$ cat src/rtl/dmem_arbiter_if.sv
// Request/response port and memory-side bus bundles for dmem_arbiter.
// Each requester owns one dmem_port_if; the memory side is dmem_mem_if.
interface dmem_port_if #(
    parameter int ADDR_W = 64
);
    logic              req_valid;
    logic              req_ready;
    logic              req_write;
    logic [1:0]        req_size;
    logic [ADDR_W-1:0] req_addr;
    logic [63:0]       req_wdata;
    logic              rsp_valid;

    modport master (
        output req_valid, req_write, req_size, req_addr, req_wdata,
        input  req_ready, rsp_valid
    );

    modport slave (
        input  req_valid, req_write, req_size, req_addr, req_wdata,
        output req_ready, rsp_valid
    );
endinterface

interface dmem_mem_if #(
    parameter int ADDR_W = 64
);
    logic              write;
    logic              read;
    logic [1:0]        size;
    logic [ADDR_W-1:0] addr;
    logic [63:0]       wdata;
    logic [63:0]       rdata;

    modport master (
        output write, read, size, addr, wdata,
        input  rdata
    );

    modport slave (
        input  write, read, size, addr, wdata,
        output rdata
    );
endinterface

$ cat src/rtl/dmem_arbiter.sv
// Two-port round-robin front end for the byte-addressed data memory:
// grants one request, checks alignment/range, strobes the memory, returns a response pulse.
module dmem_arbiter #(
    parameter int MEM_BYTES = 88,
    parameter int ADDR_W    = 64
) (
    input  logic              clk,
    input  logic              rst,
    dmem_port_if.slave        a_port,
    dmem_port_if.slave        b_port,
    dmem_mem_if.master        mem,
    output logic [63:0]       rsp_rdata,
    output logic              rsp_err,
    output logic              busy
);

    typedef enum logic [1:0] {
        IDLE    = 2'd0,
        ISSUE   = 2'd1,
        CAPTURE = 2'd2
    } state_e;

    localparam logic [ADDR_W:0] MEM_LIMIT = (ADDR_W+1)'(MEM_BYTES);

    function automatic logic [3:0] size_bytes(input logic [1:0] size);
        logic [3:0] nb;
        case (size)
            2'b00:   nb = 4'd4;
            2'b01:   nb = 4'd2;
            2'b10:   nb = 4'd1;
            2'b11:   nb = 4'd8;
            default: nb = 4'd1;
        endcase
        return nb;
    endfunction

    // Range test runs one bit wider than the address so a top-of-space access cannot wrap.
    function automatic logic access_err(input logic [ADDR_W-1:0] addr, input logic [1:0] size);
        logic [2:0]      mask;
        logic [ADDR_W:0] end_addr;
        case (size)
            2'b00:   mask = 3'b011;
            2'b01:   mask = 3'b001;
            2'b10:   mask = 3'b000;
            2'b11:   mask = 3'b111;
            default: mask = 3'b000;
        endcase
        end_addr = {1'b0, addr} + {{(ADDR_W-3){1'b0}}, size_bytes(size)};
        return ((addr[2:0] & mask) != 3'd0) || (end_addr > MEM_LIMIT);
    endfunction

    state_e            state_q, state_d;
    logic              last_grant_q, last_grant_d;   // 1 = B was granted last
    logic              port_q, port_d;               // 1 = request belongs to B
    logic              write_q, write_d;
    logic [1:0]        size_q, size_d;
    logic [ADDR_W-1:0] addr_q, addr_d;
    logic [63:0]       wdata_q, wdata_d;
    logic              err_q, err_d;
    logic              mem_read_q, mem_read_d;
    logic              mem_write_q, mem_write_d;
    logic [63:0]       rsp_rdata_q, rsp_rdata_d;
    logic              rsp_err_q, rsp_err_d;
    logic              a_rsp_valid_q, a_rsp_valid_d;
    logic              b_rsp_valid_q, b_rsp_valid_d;
    logic              grant_s, grant_b_s;
    logic              a_ready_s, b_ready_s;

    // Arbitration, request latch, strobe sequencing and response formation.
    always_comb begin
        state_d       = state_q;
        last_grant_d  = last_grant_q;
        port_d        = port_q;
        write_d       = write_q;
        size_d        = size_q;
        addr_d        = addr_q;
        wdata_d       = wdata_q;
        err_d         = err_q;
        mem_read_d    = 1'b0;
        mem_write_d   = 1'b0;
        rsp_rdata_d   = rsp_rdata_q;
        rsp_err_d     = rsp_err_q;
        a_rsp_valid_d = 1'b0;
        b_rsp_valid_d = 1'b0;
        grant_s       = 1'b0;
        grant_b_s     = 1'b0;
        a_ready_s     = 1'b0;
        b_ready_s     = 1'b0;

        case (state_q)
            IDLE: begin
                if (a_port.req_valid && b_port.req_valid) begin
                    grant_s   = 1'b1;
                    grant_b_s = ~last_grant_q;
                end else if (a_port.req_valid) begin
                    grant_s   = 1'b1;
                    grant_b_s = 1'b0;
                end else if (b_port.req_valid) begin
                    grant_s   = 1'b1;
                    grant_b_s = 1'b1;
                end else begin
                    grant_s   = 1'b0;
                    grant_b_s = 1'b0;
                end

                if (grant_s) begin
                    a_ready_s    = ~grant_b_s;
                    b_ready_s    = grant_b_s;
                    port_d       = grant_b_s;
                    last_grant_d = grant_b_s;
                    write_d      = grant_b_s ? b_port.req_write : a_port.req_write;
                    size_d       = grant_b_s ? b_port.req_size  : a_port.req_size;
                    addr_d       = grant_b_s ? b_port.req_addr  : a_port.req_addr;
                    wdata_d      = grant_b_s ? b_port.req_wdata : a_port.req_wdata;
                    err_d        = access_err(addr_d, size_d);
                    mem_read_d   = ~err_d & ~write_d;
                    mem_write_d  = ~err_d & write_d;
                    state_d      = ISSUE;
                end else begin
                    state_d = IDLE;
                end
            end
            ISSUE: begin
                state_d = CAPTURE;
            end
            CAPTURE: begin
                rsp_rdata_d   = (~write_q && ~err_q) ? mem.rdata : 64'd0;
                rsp_err_d     = err_q;
                a_rsp_valid_d = ~port_q;
                b_rsp_valid_d = port_q;
                state_d       = IDLE;
            end
            default: begin
                state_d = IDLE;
            end
        endcase
    end

    // State and output registers; reset also kills any in-flight strobe immediately.
    always_ff @(posedge clk or posedge rst) begin
        if (rst) begin
            state_q       <= IDLE;
            last_grant_q  <= 1'b1;
            port_q        <= 1'b0;
            write_q       <= 1'b0;
            size_q        <= 2'b00;
            addr_q        <= {ADDR_W{1'b0}};
            wdata_q       <= 64'd0;
            err_q         <= 1'b0;
            mem_read_q    <= 1'b0;
            mem_write_q   <= 1'b0;
            rsp_rdata_q   <= 64'd0;
            rsp_err_q     <= 1'b0;
            a_rsp_valid_q <= 1'b0;
            b_rsp_valid_q <= 1'b0;
        end else begin
            state_q       <= state_d;
            last_grant_q  <= last_grant_d;
            port_q        <= port_d;
            write_q       <= write_d;
            size_q        <= size_d;
            addr_q        <= addr_d;
            wdata_q       <= wdata_d;
            err_q         <= err_d;
            mem_read_q    <= mem_read_d;
            mem_write_q   <= mem_write_d;
            rsp_rdata_q   <= rsp_rdata_d;
            rsp_err_q     <= rsp_err_d;
            a_rsp_valid_q <= a_rsp_valid_d;
            b_rsp_valid_q <= b_rsp_valid_d;
        end
    end

    assign a_port.req_ready = a_ready_s;
    assign b_port.req_ready = b_ready_s;
    assign a_port.rsp_valid = a_rsp_valid_q;
    assign b_port.rsp_valid = b_rsp_valid_q;
    assign mem.read         = mem_read_q;
    assign mem.write        = mem_write_q;
    assign mem.size         = size_q;
    assign mem.addr         = addr_q;
    assign mem.wdata        = wdata_q;
    assign rsp_rdata        = rsp_rdata_q;
    assign rsp_err          = rsp_err_q;
    assign busy             = (state_q != IDLE);

endmodule

$ cat src/flat_wrapper.sv
// flat-port wrapper written by rule: the top's interface ports become plain ports
module dmem_arbiter_flat 
#(
    parameter int MEM_BYTES = 88,
    parameter int ADDR_W    = 64
)
  (clk, rst, rsp_rdata, rsp_err, busy, a_port_req_valid, a_port_req_write, a_port_req_size, a_port_req_addr, a_port_req_wdata, a_port_req_ready, a_port_rsp_valid, b_port_req_valid, b_port_req_write, b_port_req_size, b_port_req_addr, b_port_req_wdata, b_port_req_ready, b_port_rsp_valid, mem_write, mem_read, mem_size, mem_addr, mem_wdata, mem_rdata);
  dmem_port_if #(.ADDR_W(ADDR_W)) a_port_i ();
  dmem_port_if #(.ADDR_W(ADDR_W)) b_port_i ();
  dmem_mem_if #(.ADDR_W(ADDR_W)) mem_i ();
  input  logic clk;
  input  logic rst;
  output logic [63:0] rsp_rdata;
  output logic rsp_err;
  output logic busy;
  input wire logic [$bits(a_port_i.req_valid)-1:0] a_port_req_valid;
  input wire logic [$bits(a_port_i.req_write)-1:0] a_port_req_write;
  input wire logic [$bits(a_port_i.req_size)-1:0] a_port_req_size;
  input wire logic [$bits(a_port_i.req_addr)-1:0] a_port_req_addr;
  input wire logic [$bits(a_port_i.req_wdata)-1:0] a_port_req_wdata;
  output wire logic [$bits(a_port_i.req_ready)-1:0] a_port_req_ready;
  output wire logic [$bits(a_port_i.rsp_valid)-1:0] a_port_rsp_valid;
  input wire logic [$bits(b_port_i.req_valid)-1:0] b_port_req_valid;
  input wire logic [$bits(b_port_i.req_write)-1:0] b_port_req_write;
  input wire logic [$bits(b_port_i.req_size)-1:0] b_port_req_size;
  input wire logic [$bits(b_port_i.req_addr)-1:0] b_port_req_addr;
  input wire logic [$bits(b_port_i.req_wdata)-1:0] b_port_req_wdata;
  output wire logic [$bits(b_port_i.req_ready)-1:0] b_port_req_ready;
  output wire logic [$bits(b_port_i.rsp_valid)-1:0] b_port_rsp_valid;
  output wire logic [$bits(mem_i.write)-1:0] mem_write;
  output wire logic [$bits(mem_i.read)-1:0] mem_read;
  output wire logic [$bits(mem_i.size)-1:0] mem_size;
  output wire logic [$bits(mem_i.addr)-1:0] mem_addr;
  output wire logic [$bits(mem_i.wdata)-1:0] mem_wdata;
  input wire logic [$bits(mem_i.rdata)-1:0] mem_rdata;
  assign a_port_i.req_valid = a_port_req_valid;
  assign a_port_i.req_write = a_port_req_write;
  assign a_port_i.req_size = a_port_req_size;
  assign a_port_i.req_addr = a_port_req_addr;
  assign a_port_i.req_wdata = a_port_req_wdata;
  assign a_port_req_ready = a_port_i.req_ready;
  assign a_port_rsp_valid = a_port_i.rsp_valid;
  assign b_port_i.req_valid = b_port_req_valid;
  assign b_port_i.req_write = b_port_req_write;
  assign b_port_i.req_size = b_port_req_size;
  assign b_port_i.req_addr = b_port_req_addr;
  assign b_port_i.req_wdata = b_port_req_wdata;
  assign b_port_req_ready = b_port_i.req_ready;
  assign b_port_rsp_valid = b_port_i.rsp_valid;
  assign mem_write = mem_i.write;
  assign mem_read = mem_i.read;
  assign mem_size = mem_i.size;
  assign mem_addr = mem_i.addr;
  assign mem_wdata = mem_i.wdata;
  assign mem_i.rdata = mem_rdata;
  dmem_arbiter #(.MEM_BYTES(MEM_BYTES), .ADDR_W(ADDR_W)) u_core (.clk(clk), .rst(rst), .a_port(a_port_i), .b_port(b_port_i), .mem(mem_i), .rsp_rdata(rsp_rdata), .rsp_err(rsp_err), .busy(busy));
endmodule
$ cat config.mk
export PLATFORM = sky130hd
export DESIGN_NAME = dmem_arbiter_flat
export DESIGN_NICKNAME = d
export VERILOG_FILES = /design/src/rtl/dmem_arbiter_if.sv /design/src/rtl/dmem_arbiter.sv /design/src/flat_wrapper.sv
export SDC_FILE = /design/constraint.sdc
export NUM_CORES = 1
export LEC_CHECK = 0
export CAP_MARGIN = 5
export CORE_AREA = 2 2 206 208
export CTS_BUF_LIST = sky130_fd_sc_hd__clkbuf_2
export CTS_CLUSTER_DIAMETER = 50
export DETAILED_ROUTE_END_ITERATION = 8
export DIE_AREA = 0 0 208 210
export GPL_TIMING_DRIVEN = 0
export SYNTH_ARGS = -nofsm -noshare
export SYNTH_HDL_FRONTEND = slang
export SYNTH_SLANG_ARGS = --single-unit
$ cat constraint.sdc
create_clock -name clk -period 10.21 [get_ports clk]
set_clock_uncertainty 0.15 [all_clocks]
set_input_delay 2.5525 -clock clk [delete_from_list [all_inputs] [get_ports clk]]
set_output_delay 2.5525 -clock clk [all_outputs]
set_load 0.05 [all_outputs]
== Word level (Yosys, flattened, before mapping) ==
Index checks and enable logic that the tools add are counted.
Storage, ports and cells
  register bits after elaboration: 205
  latch bits: 0
  RAM bits: 0
  memory bits (read-only): 0
  input port bits: 330
  output and inout port bits: 202
  word-level logic and storage cells: 69
  memories kept: 0
Cells by class
  add/subtract/negate cells: 1
  $mul: 0
  div/mod/pow operators: 0
  $lt $le $gt $ge: 1
  eq/ne operators: 5
  shift-type cells: 0
  mux-type cells: 30
  bitwise operators: 10
  reduce and logical (&&, ||, !) cells: 8
Operators by type and width (count)
  two-way mux 64 bit: 3
  adder 64 x 4 -> 65 bit: 1
  greater-than comparator 65 x 7 -> 1 bit (second input constant): 1
  two-way mux 1 bit: 19
  one-hot mux 4 bit (4 select lines): 1
  one-hot mux 3 bit (4 select lines): 1
  two-way mux 4 bit: 2
  inverter 1 bit: 7
  equality test 2 bit (second input constant): 3
  two-way mux 3 bit: 2
  equality test 2 x 1 -> 1 bit (second input constant): 2
  logical NOT 2 bit: 2
  one-hot mux 2 bit (2 select lines): 1
  AND 3 bit: 1
  nonzero test 3 bit: 1
  AND 1 bit: 2
  logical AND 1 bit: 2
  two-way mux 2 bit: 1
  AND reduction 2 bit: 1
  nonzero test 2 bit: 1
  logical OR 1 bit: 1

== Longest topological paths before layout ==
Gate-level depths: netlist of the first run.
  depth in word-level cells: 16
  gate-level depth with buffers: 23
  gate-level depth less buffers: 15

== Least setup slack after synthesis of the first run ==
No wires, ideal clock.
  path kind: input port to flip-flop
  start: input b_port_req_valid
  end: register u_core.err_q
  setup time: 0.121 ns
  arrival time: 7.876 ns
  setup slack: 2.063 ns
  cell stages on the path: 22
  path buffers: 8
  cell sequence: a21boi_2 buf_6 buf_2 buf_2 buf_2 buf_2 buf_2 buf_1 mux2i_1 inv_1 ha_1 ha_1 nand2_1 o21ai_1 nand2_1 or3_1 clkbuf_2 or3_1 a22o_1 or4_1 or4_4 o22a_1
Between the ends
  cells in the longest elaborated chain, start to end: 12
  elaborated cells on any way between the ends: 26
  classes of those cells: add/sub: 1; order compare: 1; eq/ne: 3; mux: 15; bitwise: 1; reduce/logical: 5
RTL lines
  start, declared: RTL line flat_wrapper.sv:23  | input wire logic [$bits(b_port_i.req_valid)-1:0] b_port_req_valid;
  two-way mux 1 bit: RTL line dmem_arbiter.sv:98  | end else if (b_port.req_valid) begin
  two-way mux 1 bit: RTL line dmem_arbiter.sv:95  | end else if (a_port.req_valid) begin
  two-way mux 1 bit: RTL line dmem_arbiter.sv:92  | if (a_port.req_valid && b_port.req_valid) begin
  two-way mux 1 bit: RTL line dmem_arbiter.sv:90  | case (state_q)
  two-way mux 2 bit: RTL line dmem_arbiter.sv:112  | size_d = grant_b_s ? b_port.req_size : a_port.req_size;
  equality test 2 bit, or another cell as far along: RTL line dmem_arbiter.sv:27, dmem_arbiter.sv:41
  one-hot mux 4 bit (4 select lines) or one-hot mux 3 bit (4 select lines) (tied branches): RTL line dmem_arbiter.sv:27, dmem_arbiter.sv:41
  two-way mux 4 bit or two-way mux 3 bit (tied branches): RTL line dmem_arbiter.sv:106  | if (grant_s) begin
  two-way mux 4 bit or two-way mux 3 bit (tied branches): RTL line dmem_arbiter.sv:90
  adder 64 x 4 -> 65 bit or AND 3 bit (tied branches): RTL line dmem_arbiter.sv:48, dmem_arbiter.sv:49
  greater-than comparator 65 x 7 -> 1 bit or nonzero test 3 bit (tied branches): RTL line dmem_arbiter.sv:49  | return ((addr[2:0] & mask) != 3'd0) || (end_addr > MEM_LIMIT);
  logical OR 1 bit: RTL line dmem_arbiter.sv:49
  end signal, assigned: RTL line dmem_arbiter.sv:164  | err_q <= err_d;
  end, declared: RTL line dmem_arbiter.sv:59  | logic err_q, err_d;
Parallel ways exist; a longest one is shown, timed or not. The select of a mux whose other input is x is not followed.
A chain may end at the register's enable or synchronous reset.

== Worst setup path after layout of the first run ==
  start: input b_port_req_valid
  end: register u_core.mem_read_q, in the netlist u_core.mem.read
Between the ends
  cells in the longest elaborated chain, start to end: 16
  elaborated cells on any way between the ends: 31
  classes of those cells: add/sub: 1; order compare: 1; eq/ne: 3; mux: 18; bitwise: 4; reduce/logical: 4
RTL lines
  two-way mux 1 bit: RTL line dmem_arbiter.sv:98
  two-way mux 1 bit: RTL line dmem_arbiter.sv:95
  two-way mux 1 bit: RTL line dmem_arbiter.sv:92
  two-way mux 1 bit: RTL line dmem_arbiter.sv:90
  two-way mux 2 bit: RTL line dmem_arbiter.sv:112
  equality test 2 bit, or another cell as far along: RTL line dmem_arbiter.sv:27, dmem_arbiter.sv:41
  one-hot mux 4 bit (4 select lines) or one-hot mux 3 bit (4 select lines) (tied branches): RTL line dmem_arbiter.sv:27, dmem_arbiter.sv:41
  two-way mux 4 bit or two-way mux 3 bit (tied branches): RTL line dmem_arbiter.sv:106
  two-way mux 4 bit or two-way mux 3 bit (tied branches): RTL line dmem_arbiter.sv:90
  adder 64 x 4 -> 65 bit or AND 3 bit (tied branches): RTL line dmem_arbiter.sv:48, dmem_arbiter.sv:49
  greater-than comparator 65 x 7 -> 1 bit or nonzero test 3 bit (tied branches): RTL line dmem_arbiter.sv:49
  logical OR 1 bit: RTL line dmem_arbiter.sv:49
  inverter 1 bit: RTL line dmem_arbiter.sv:116  | mem_read_d = ~err_d & ~write_d;
  AND 1 bit: RTL line dmem_arbiter.sv:116
  two-way mux 1 bit *: RTL line dmem_arbiter.sv:106
  two-way mux 1 bit *: RTL line dmem_arbiter.sv:90
  via u_core.mem_read_d: RTL line dmem_arbiter.sv:60  | logic mem_read_q, mem_read_d;
  end signal, assigned: RTL line dmem_arbiter.sv:165  | mem_read_q <= mem_read_d;
  end, declared: RTL line dmem_arbiter.sv:60
The timed path passes the listed nets; every way through them passes the cells marked *. The select of a mux whose other input is x is not followed.

==> metrics.md, run 1 <==
| Metric | Value |
|---|---|
| Setup bufs post-CTS | `0` |
| Ys Warns | `0` |
| Vias | `13.5k` |
| Starting Density | `28.1%` |
| CTS tree | `built` |
| Setup crit end kind | `flop` |
| Syn Area/Cell | `9.08 um^2` |
| Total GRT Usage | `26.9%` |
| Slowest CP cell | `or4_4` |
| Max-slew violations | `0` |
| Post-synth EDFFs | `0` |
| Routed length per instance | `24.8 um` |
| LEAKAGE | `7.60 nW` |
| Syn-to-layout area delta | `55.5%` |
| Final min period | `10.07 ns` |
| Worst r2r dst | `u_core.mem.read$_DFF_PP0_` |
| Top Ports | `532` |
| Nets@finish | `2211` |
| Antenna violations before repair | `4` |
| Port buffer count | `525` |
| Worst-path clk slew | `0.10 ns` |
| WL final | `60700 um` |
| Worst-Skew Late Latency | `1.02 ns` |
| Die H | `210 um` |
| HPWL Detailed | `48200 um` |
| Via density | `5.51` |
| TritonCTS buffer count | `59` |
| Hold Path Sink | `u_core.a_port.rsp_valid$_DFF_PP0_` |
| Core area | `41500 um^2` |
| Crit-path cells | `clkdlybuf4s50_1 > a21boi_2 > buf_6 > buf_2 > buf_2 > buf_2 > buf_2 > buf_2 > buf_2 > mux2i_1 > inv_1 > ha_1 > ha_1 > nand2_1 > o21ai_1 > nand2_1 > or3_1 > buf_6 > clkbuf_1 > nor3_1 > mux2i_1 > nand4_1 > or4_4 > nor3b_1` |
| Post-synthesis register bit count | `205` |
| CP required | `10.94 ns` |
| Die width | `208 um` |
| Largest net degree at the start of global routing | `111` |
| CTS Sinks | `205` |
| R2R depth | `23` |
| Vias in the first global route | `13.2k` |
| GRT overflow | `0` |
| Endpoints failing setup | `0` |
| Global-route wire length before repair | `88000 um` |
| Hold path depth | `1` |
| Worst min-delay path class | `reg2reg` |
| First drt pass iteration count | `8` |
| Worst vdd ir | `0.211 mV` |
| Slew of the pin with the lowest slew margin | `1.22 ns` |
| Setup TNS | `0 ns` |
| Reg2reg setup slack | `1.79 ns` |
| Crit path DAT | `10.80 ns` |
| Max cap viols | `0` |
| CTS root buffer | `clkbuf_2` |
| Share of layout cells above drive strength 1 | `7.20%` |
| Maximum clock path buffer count | `3` |
| Post-CTS Hold Fix Bufs | `0` |
| Cell mode on critical path | `buf_2` |
| Final non-filler cell total | `2444` |
| GP Congestion | `0.922` |
| Commonest non-fill, non-tap cell in the layout | `clkdlybuf4s50_1` |
| DRC | `0` |
| Sequential fraction of the synthesis area | `44.0%` |
| Placed cells | `2350` |
| PD cells | `248 nW/um^2` |
| Final Total Pwr | `4.50 mW` |
| Synth async-reset ratio | `100%` |
| Max stage delay on crit path | `0.58 ns` |
| Setup Crit Path Kind | `in2reg` |
| Unique masters post-synth | `70` |
| Worst min-delay path startpoint | `u_core.port_q$_DFFE_PP0P_` |
| Die area | `43700 um^2` |
| Crit. Startpoint | `b_port_req_valid` |
| Antenna-violating nets left | `0` |
| Netlist Area Pre-Place | `11700 um^2` |
| CP Max Fanout | `10` |
| Most used DFF post-synth | `dfrtp_1` |
| Fmax achieved | `99.3 MHz` |
| Syn_nets | `1625` |
| Critical path launch point type | `input port` |
| Hold Fails Final Rpt | `0` |
| RSZ-0062 raised after global routing | `false` |
| Final period utilization | `98.6%` |
| Slew headroom | `18.0%` |
| FP Rows | `75` |
| Initial drt markers | `1451` |
| Status | `complete, no violations` |
| Gate count of the mapped netlist | `1285` |
| R2R Path Start | `u_core.last_grant_q$_DFFE_PP1P_` |
| H-tree depth | `2` |
| Most frequent cells in the layout | `clkdlybuf4s50_1, dfrtp_1, nand2_1` |
## sequential cells by signal, summed over array words and instances (netlist names)
register and cells:
u_core.a_port.rsp_valid 1, u_core.last_grant_q 1, u_core.mem.addr 64, u_core.rsp_rdata 64, u_core.rsp_err 1, u_core.mem.size 2, u_core.b_port.rsp_valid 1, u_core.write_q 1
u_core.port_q 1, u_core.err_q 1, u_core.mem.read 1, u_core.mem.write 1, u_core.mem.wdata 64, u_core.state_q 2
## area by class of cell
class                      count  area [um^2]
fill                        4114        23300
multi-input combinational    925         5940
timing repair buffer         526         5280
sequential                   205         5130
tap                          539          674
clock buffer                  84          420
buffer                        89          382
inverter                      65          251
clock inverter                 9         66.3
antenna                        2         5.00
## cells by family (layout without fill, tap and decap cells)
logic type / count (synthesis) / after routing / share of synthesized area [%]
compound gates: 310 / 310 / 20.2
xor+xnor: 32 / 32 / 2.40
fa+ha+maj: 10 / 10 / 1.14
buf+inv: 155 / 773 / 5.37
flops: 205 / 205 / 44.0
mux: 57 / 57 / 4.97
other cells: 0 / 2 / 0
simple gates: 516 / 516 / 22.0
## synth_stat cells (3+ instances only)
| cell type | count | area, um^2 |
|---|---|---|
| nor4b_1 | 3 | 26.3 |
| o21ai_0 | 57 | 285 |
| a211oi_1 | 3 | 22.5 |
| xor2_1 | 14 | 123 |
| inv_1 | 65 | 244 |
| a41o_1 | 3 | 30.0 |
| o211ai_1 | 3 | 22.5 |
| and3_1 | 13 | 81.3 |
| a21oi_1 | 21 | 105 |
| o221ai_1 | 6 | 52.6 |
| or3_1 | 9 | 56.3 |
| a222oi_1 | 47 | 470 |
| nor3_1 | 38 | 190 |
| o31ai_1 | 7 | 52.6 |
| a21o_1 | 4 | 30.0 |
| o21a_1 | 5 | 37.5 |
| nor4_1 | 24 | 150 |
| buf_4 | 3 | 22.5 |
| a22o_1 | 66 | 578 |
| ha_1 | 9 | 113 |
| nor2_1 | 86 | 323 |
| buf_2 | 14 | 70.1 |
| o2111ai_1 | 5 | 43.8 |
| and4_1 | 9 | 78.8 |
| nand3_1 | 38 | 190 |
| nand2b_1 | 5 | 31.3 |
| dfrtp_1 | 204 | 5100 |
| xnor2_1 | 18 | 158 |
| mux2i_1 | 49 | 490 |
| or4_1 | 15 | 113 |
| a2111oi_0 | 6 | 52.6 |
| o31a_1 | 4 | 35.0 |
| and2_1 | 10 | 62.6 |
| mux2_2 | 8 | 90.1 |
| clkbuf_1 | 62 | 233 |
| a31oi_1 | 45 | 282 |
| a32oi_1 | 5 | 43.8 |
| nand2_1 | 203 | 762 |
| nand4_1 | 46 | 288 |
| o22ai_1 | 3 | 18.8 |
| buf_1 | 8 | 30.0 |
## layer usage
metal / vias to the layer above / track usage (%) / wire length, um
met5: - / 0 / 29
met2: 741 / 44.8 / 29300
met3: 116 / 5.91 / 4710
met1: 6587 / 34.4 / 24900
met4: 4 / 9.56 / 1760
li1: 6013 / - / -
## worst max-delay path, delay by kind of cell
family,cells,cell delay (ns)
AOI/OAI and AO/OA,2,0.66
buffers and inverters,11,3.89
muxes,2,0.91
adders and majority gates,2,0.63
and+or+nand+nor,7,2.09
## per-stage QoR
stage                     hold WS [ns]  instance area, um^2  setup WS [ns]  utilization, %
after floorplan                  0.253                11700           1.91               -
after global placement           0.260                17600          -1.60            42.4
after detailed placement         0.266                17600          -1.59            42.5
after CTS                        0.268                18100          0.105            43.7
after global routing             0.293                18100         0.0120            43.8
final                            0.272                18100          0.138            43.8
## timing repair
item                                    4_1_cts  5_1_grt
gates cloned                                  0        0
gates resized for setup                       7        4
endpoints found under the setup margin        5        5
pin swaps                                     0        0
## how the worst max path moves through the flow
stage,endpoint,cells past startpoint
finish,u_core.mem.read$_DFF_PP0_,24
global route,u_core.mem.read$_DFF_PP0_,24
CTS,b_port_req_ready,11
detailed placement,u_core.mem.read$_DFF_PP0_,22
global placement,u_core.err_q$_DFFE_PP0P_,22
floorplan,u_core.a_port.rsp_valid$_DFF_PP0_,1
## report_power, final
part           switching [mW]  internal, mW  leakage (nW)
sequential              0.165          1.08          2.58
combinational            1.81         0.830          4.64
clock                   0.370         0.242         0.381
total                    2.34          2.16          7.60
Note: power is estimated with default switching activity, not from simulation.
==> run 2: changes to the inputs <==
--- a/config.mk
+++ b/config.mk
@@ -12,6 +12,8 @@
 export DETAILED_ROUTE_END_ITERATION = 8
 export DIE_AREA = 0 0 208 210
 export GPL_TIMING_DRIVEN = 0
+export MAX_ROUTING_LAYER = met4
+export REMOVE_ABC_BUFFERS = 1
 export SYNTH_ARGS = -nofsm -noshare
 export SYNTH_HDL_FRONTEND = slang
 export SYNTH_SLANG_ARGS = --single-unit
==> run 2 against run 1 <==
Sequential power about the same. Die area unchanged. Combinational power decreased by 2%. Count of clock-buffer cells in the layout increased by 6. Critical path depth decreased by 8. Worst setup slack improved by 2.1 ns. Final cell count decreased by 1.9%. Clock power increased by 2%. Register-to-register slack improved by 2.1 ns. Critical endpoint unchanged. Largest power group unchanged.
==> metrics.md, run 2 (synthesized netlist as in run 1, its figures left out) <==
| Metric | Value |
|---|---|
| Post-CTS Hold Fix Bufs | `0 (unchanged)` |
| Global-route wire length before repair | `81400 um (-7.6%)` |
| CTS root buffer | `clkbuf_2` |
| Setup TNS | `0 ns (unchanged)` |
| CTS tree | `built` |
| Slew of the pin with the lowest slew margin | `1.23 ns (+0.00541 ns)` |
| Routed length per instance | `23.2 um (-6.6%)` |
| H-tree depth | `2 (unchanged)` |
| Top Family by Delay on Critical Path | `simple AND/OR/NAND/NOR gates` |
| Worst-Skew Late Latency | `1.05 ns (+0.03 ns)` |
| RSZ-0062 raised after global routing | `false` |
| Core area | `41500 um^2 (unchanged)` |
| Max-slew violations | `0 (unchanged)` |
| Crit-path cells | `clkdlybuf4s50_1 > a21boi_4 > buf_12 > mux2i_1 > inv_1 > ha_1 > ha_1 > nand2_1 > o21ai_1 > nand2_1 > or3_1 > or4_1 > a221oi_1 > nand4_1 > or4_4 > nor3b_1` |
| Total GRT Usage | `25.2% (-1.7 points)` |
| CTS Sinks | `205 (unchanged)` |
| Worst-path clk slew | `0.10 ns (about the same)` |
| Reg power frac | `27.7% (about the same)` |
| Syn-to-layout area delta | `56.1%` |
| Vias | `12.8k (-4.6%)` |
| Sw power | `2.26 mW (-3.6%)` |
| Sw frac | `50.9% (-1.2 points)` |
| Die area | `43700 um^2 (unchanged)` |
| GP Congestion | `0.924 (+0.27%)` |
| Wl on met1 | `21800 um (-13%)` |
| Slew headroom | `18.3% (+0.27 points)` |
| Status | `complete, no violations` |
| CP required | `10.94 ns (about the same)` |
| Internal power | `2.18 mW (+1.0%)` |
| Worst min-delay path class | `reg2reg` |
| Worst vdd ir | `0.138 mV (-35%)` |
| Maximum clock path buffer count | `3 (unchanged)` |
| Final min period | `7.99 ns (-2.09 ns)` |
| Post-route cell area | `18200 um^2 (+0.37%)` |
| Endpoints failing setup | `0 (unchanged)` |
| WL final | `55600 um (-8.4%)` |
| Vias in the first global route | `12.6k (-4.7%)` |
| Multi-input gate area | `5950 um^2 (+0.23%)` |
| Final non-filler cell total | `2397 (-1.9%)` |
| GRT overflow | `0 (unchanged)` |
| Initial drt markers | `1221 (-16%)` |
| Nets@finish | `2146 (-2.9%)` |
| Final Total Pwr | `4.44 mW (-1.4%)` |
| Port buffer count | `531 (+1.1%)` |
| Fmax achieved | `125 MHz (+26%)` |
| Antenna-violating nets left | `0 (unchanged)` |
| Top Ports | `532 (unchanged)` |
| Share of layout cells above drive strength 1 | `7.58% (+0.38 points)` |
| PD cells | `244 nW/um^2 (-1.7%)` |
| Hold Fails Final Rpt | `0 (unchanged)` |
| Setup bufs post-CTS | `0 (unchanged)` |
| Slowest CP cell | `or3_1` |
| Final period utilization | `78.2% (-20 points)` |
| Post-cts gate resize count | `0 (-7)` |
| TritonCTS buffer count | `60 (+1.7%)` |
| Clock power frac | `14.1% (+0.5 points)` |
| Max stage delay on crit path | `0.79 ns (+0.21 ns)` |
| CP Max Fanout | `29 (+19)` |
| Starting Density | `28.1% (unchanged)` |
| Placed cells | `2283 (-2.9%)` |
| First drt pass iteration count | `7 (-1)` |
| CP bufs+invs | `3 (-8)` |
| DRC | `0 (unchanged)` |
| Setup Crit Path Kind | `in2reg` |
| Die width | `208 um (unchanged)` |
| Die H | `210 um (unchanged)` |
| Setup crit end kind | `flop` |
| Largest net degree at the start of global routing | `123 (+11%)` |
| Most frequent cells in the layout | `clkdlybuf4s50_1, dfrtp_1, nand2_1` |
| Length of routed met3 wiring | `4390 um (-6.8%)` |
| Max cap viols | `0 (unchanged)` |
| Crit path DAT | `8.72 ns (-2.08 ns)` |
| Fill count | `4118 (+0.097%)` |
| HPWL Detailed | `42700 um (-11%)` |
| Dpl cell area | `17700 um^2 (+0.19%)` |
| Critical path launch point type | `input port` |
| Met2 wire length | `27400 um (-6.4%)` |
| Commonest non-fill, non-tap cell in the layout | `clkdlybuf4s50_1` |
| Antenna violations before repair | `11 (+7)` |
| Combinational fraction of design power | `58.2% (-0.4 points)` |
| Sequential Area | `5130 um^2 (unchanged)` |
| FP Rows | `75 (unchanged)` |
| Uppermost layer routed | `met4` |
| LEAKAGE | `7.61 nW (+0.19%)` |
| Via density | `5.36 (-2.8%)` |
| Final Core Density | `43.9% (+0.16 points)` |
run 2: cell count changes in the layout (fill, tap and decap cells not counted), sizes merged:
cell           delta
clkbuf           -57
diode            +10
buf               -9
clkdlybuf4s50     +7
clkinv            +4
bufinv            -1
dlygate4sd2       -1
run 2: cell type report:
type | instances | share of cell area (%)
clock inverters | 12 | 0.371
clock buffers | 90 | 2.47
multi-input cells | 925 | 32.7
flip-flops and latches | 205 | 28.2
repair buffers | 549 | 31.1
well taps | 539 | 3.70
inverters | 65 | 1.39
diodes | 12 | 0.165
run 2: worst paths after layout:
path | endpoint | slack (ns) | startpoint | cells past startpoint
min in group asynchronous | u_core.mem.wdata[13]$_DFFE_PP0P_ | 1.86 | rst | 2
min reg2reg | u_core.a_port.rsp_valid$_DFF_PP0_ | 0.31 | u_core.port_q$_DFFE_PP0P_ | 1
min | u_core.a_port.rsp_valid$_DFF_PP0_ | 0.31 | u_core.port_q$_DFFE_PP0P_ | 1
max | u_core.mem.read$_DFF_PP0_ | 2.22 | b_port_req_valid | 16
max in group asynchronous | u_core.mem.addr[57]$_DFFE_PP0P_ | 6.94 | rst | 3
max reg2reg | u_core.mem.read$_DFF_PP0_ | 3.87 | u_core.last_grant_q$_DFFE_PP1P_ | 15
run 2: through the flow:
stage,hold WS (ns),worst slack (ns)
after floorplan,0.253,-0.104
after global placement,0.268,-6.26
after detailed placement,0.274,1.26
after CTS,0.297,2.32
after global routing,0.340,1.94
final,0.306,2.22
run 2: power groups by stage:
stage | Combinational, mW | Clock (mW) | Sequential, mW
6_report | 2.58 | 0.625 | 1.23
2_1_floorplan | 0.639 | 0 | 2.13
5_1_grt | 2.71 | 0.697 | 1.26
3_3_place_gp | 2.53 | 0 | 1.23
3_5_place_dp | 2.59 | 0 | 1.24
4_1_cts | 2.60 | 0.656 | 1.23
run 2: per-layer routing:
layer / vias up / global-route usage (%)
met2: 635 / 42.0
met4: 0 / 10.1
met5: - / -
met3: 104 / 6.87
met1: 6191 / 28.9
li1: 5907 / -
==> run 3: changes to the inputs <==
==> constraint.sdc (replaced) <==
create_clock -name clk -period 8 [get_ports clk]
set_clock_uncertainty 0.15 [all_clocks]
set_input_delay 2 -clock clk [delete_from_list [all_inputs] [get_ports clk]]
set_output_delay 2 -clock clk [all_outputs]
set_load 0.05 [all_outputs]
==> results of run 3 <==
The final DEF is identical to that of run 2. Status: complete, no violations.
Main changes from that run: setup slack after placement 1.26 ns -> -0.402 ns; setup slack after layout 2.22 ns -> 0.566 ns; register-to-register setup slack 3.87 ns -> 1.66 ns; total power 4.44 mW -> 5.66 mW; worst IR drop on VDD 0.138 mV -> 0.176 mV
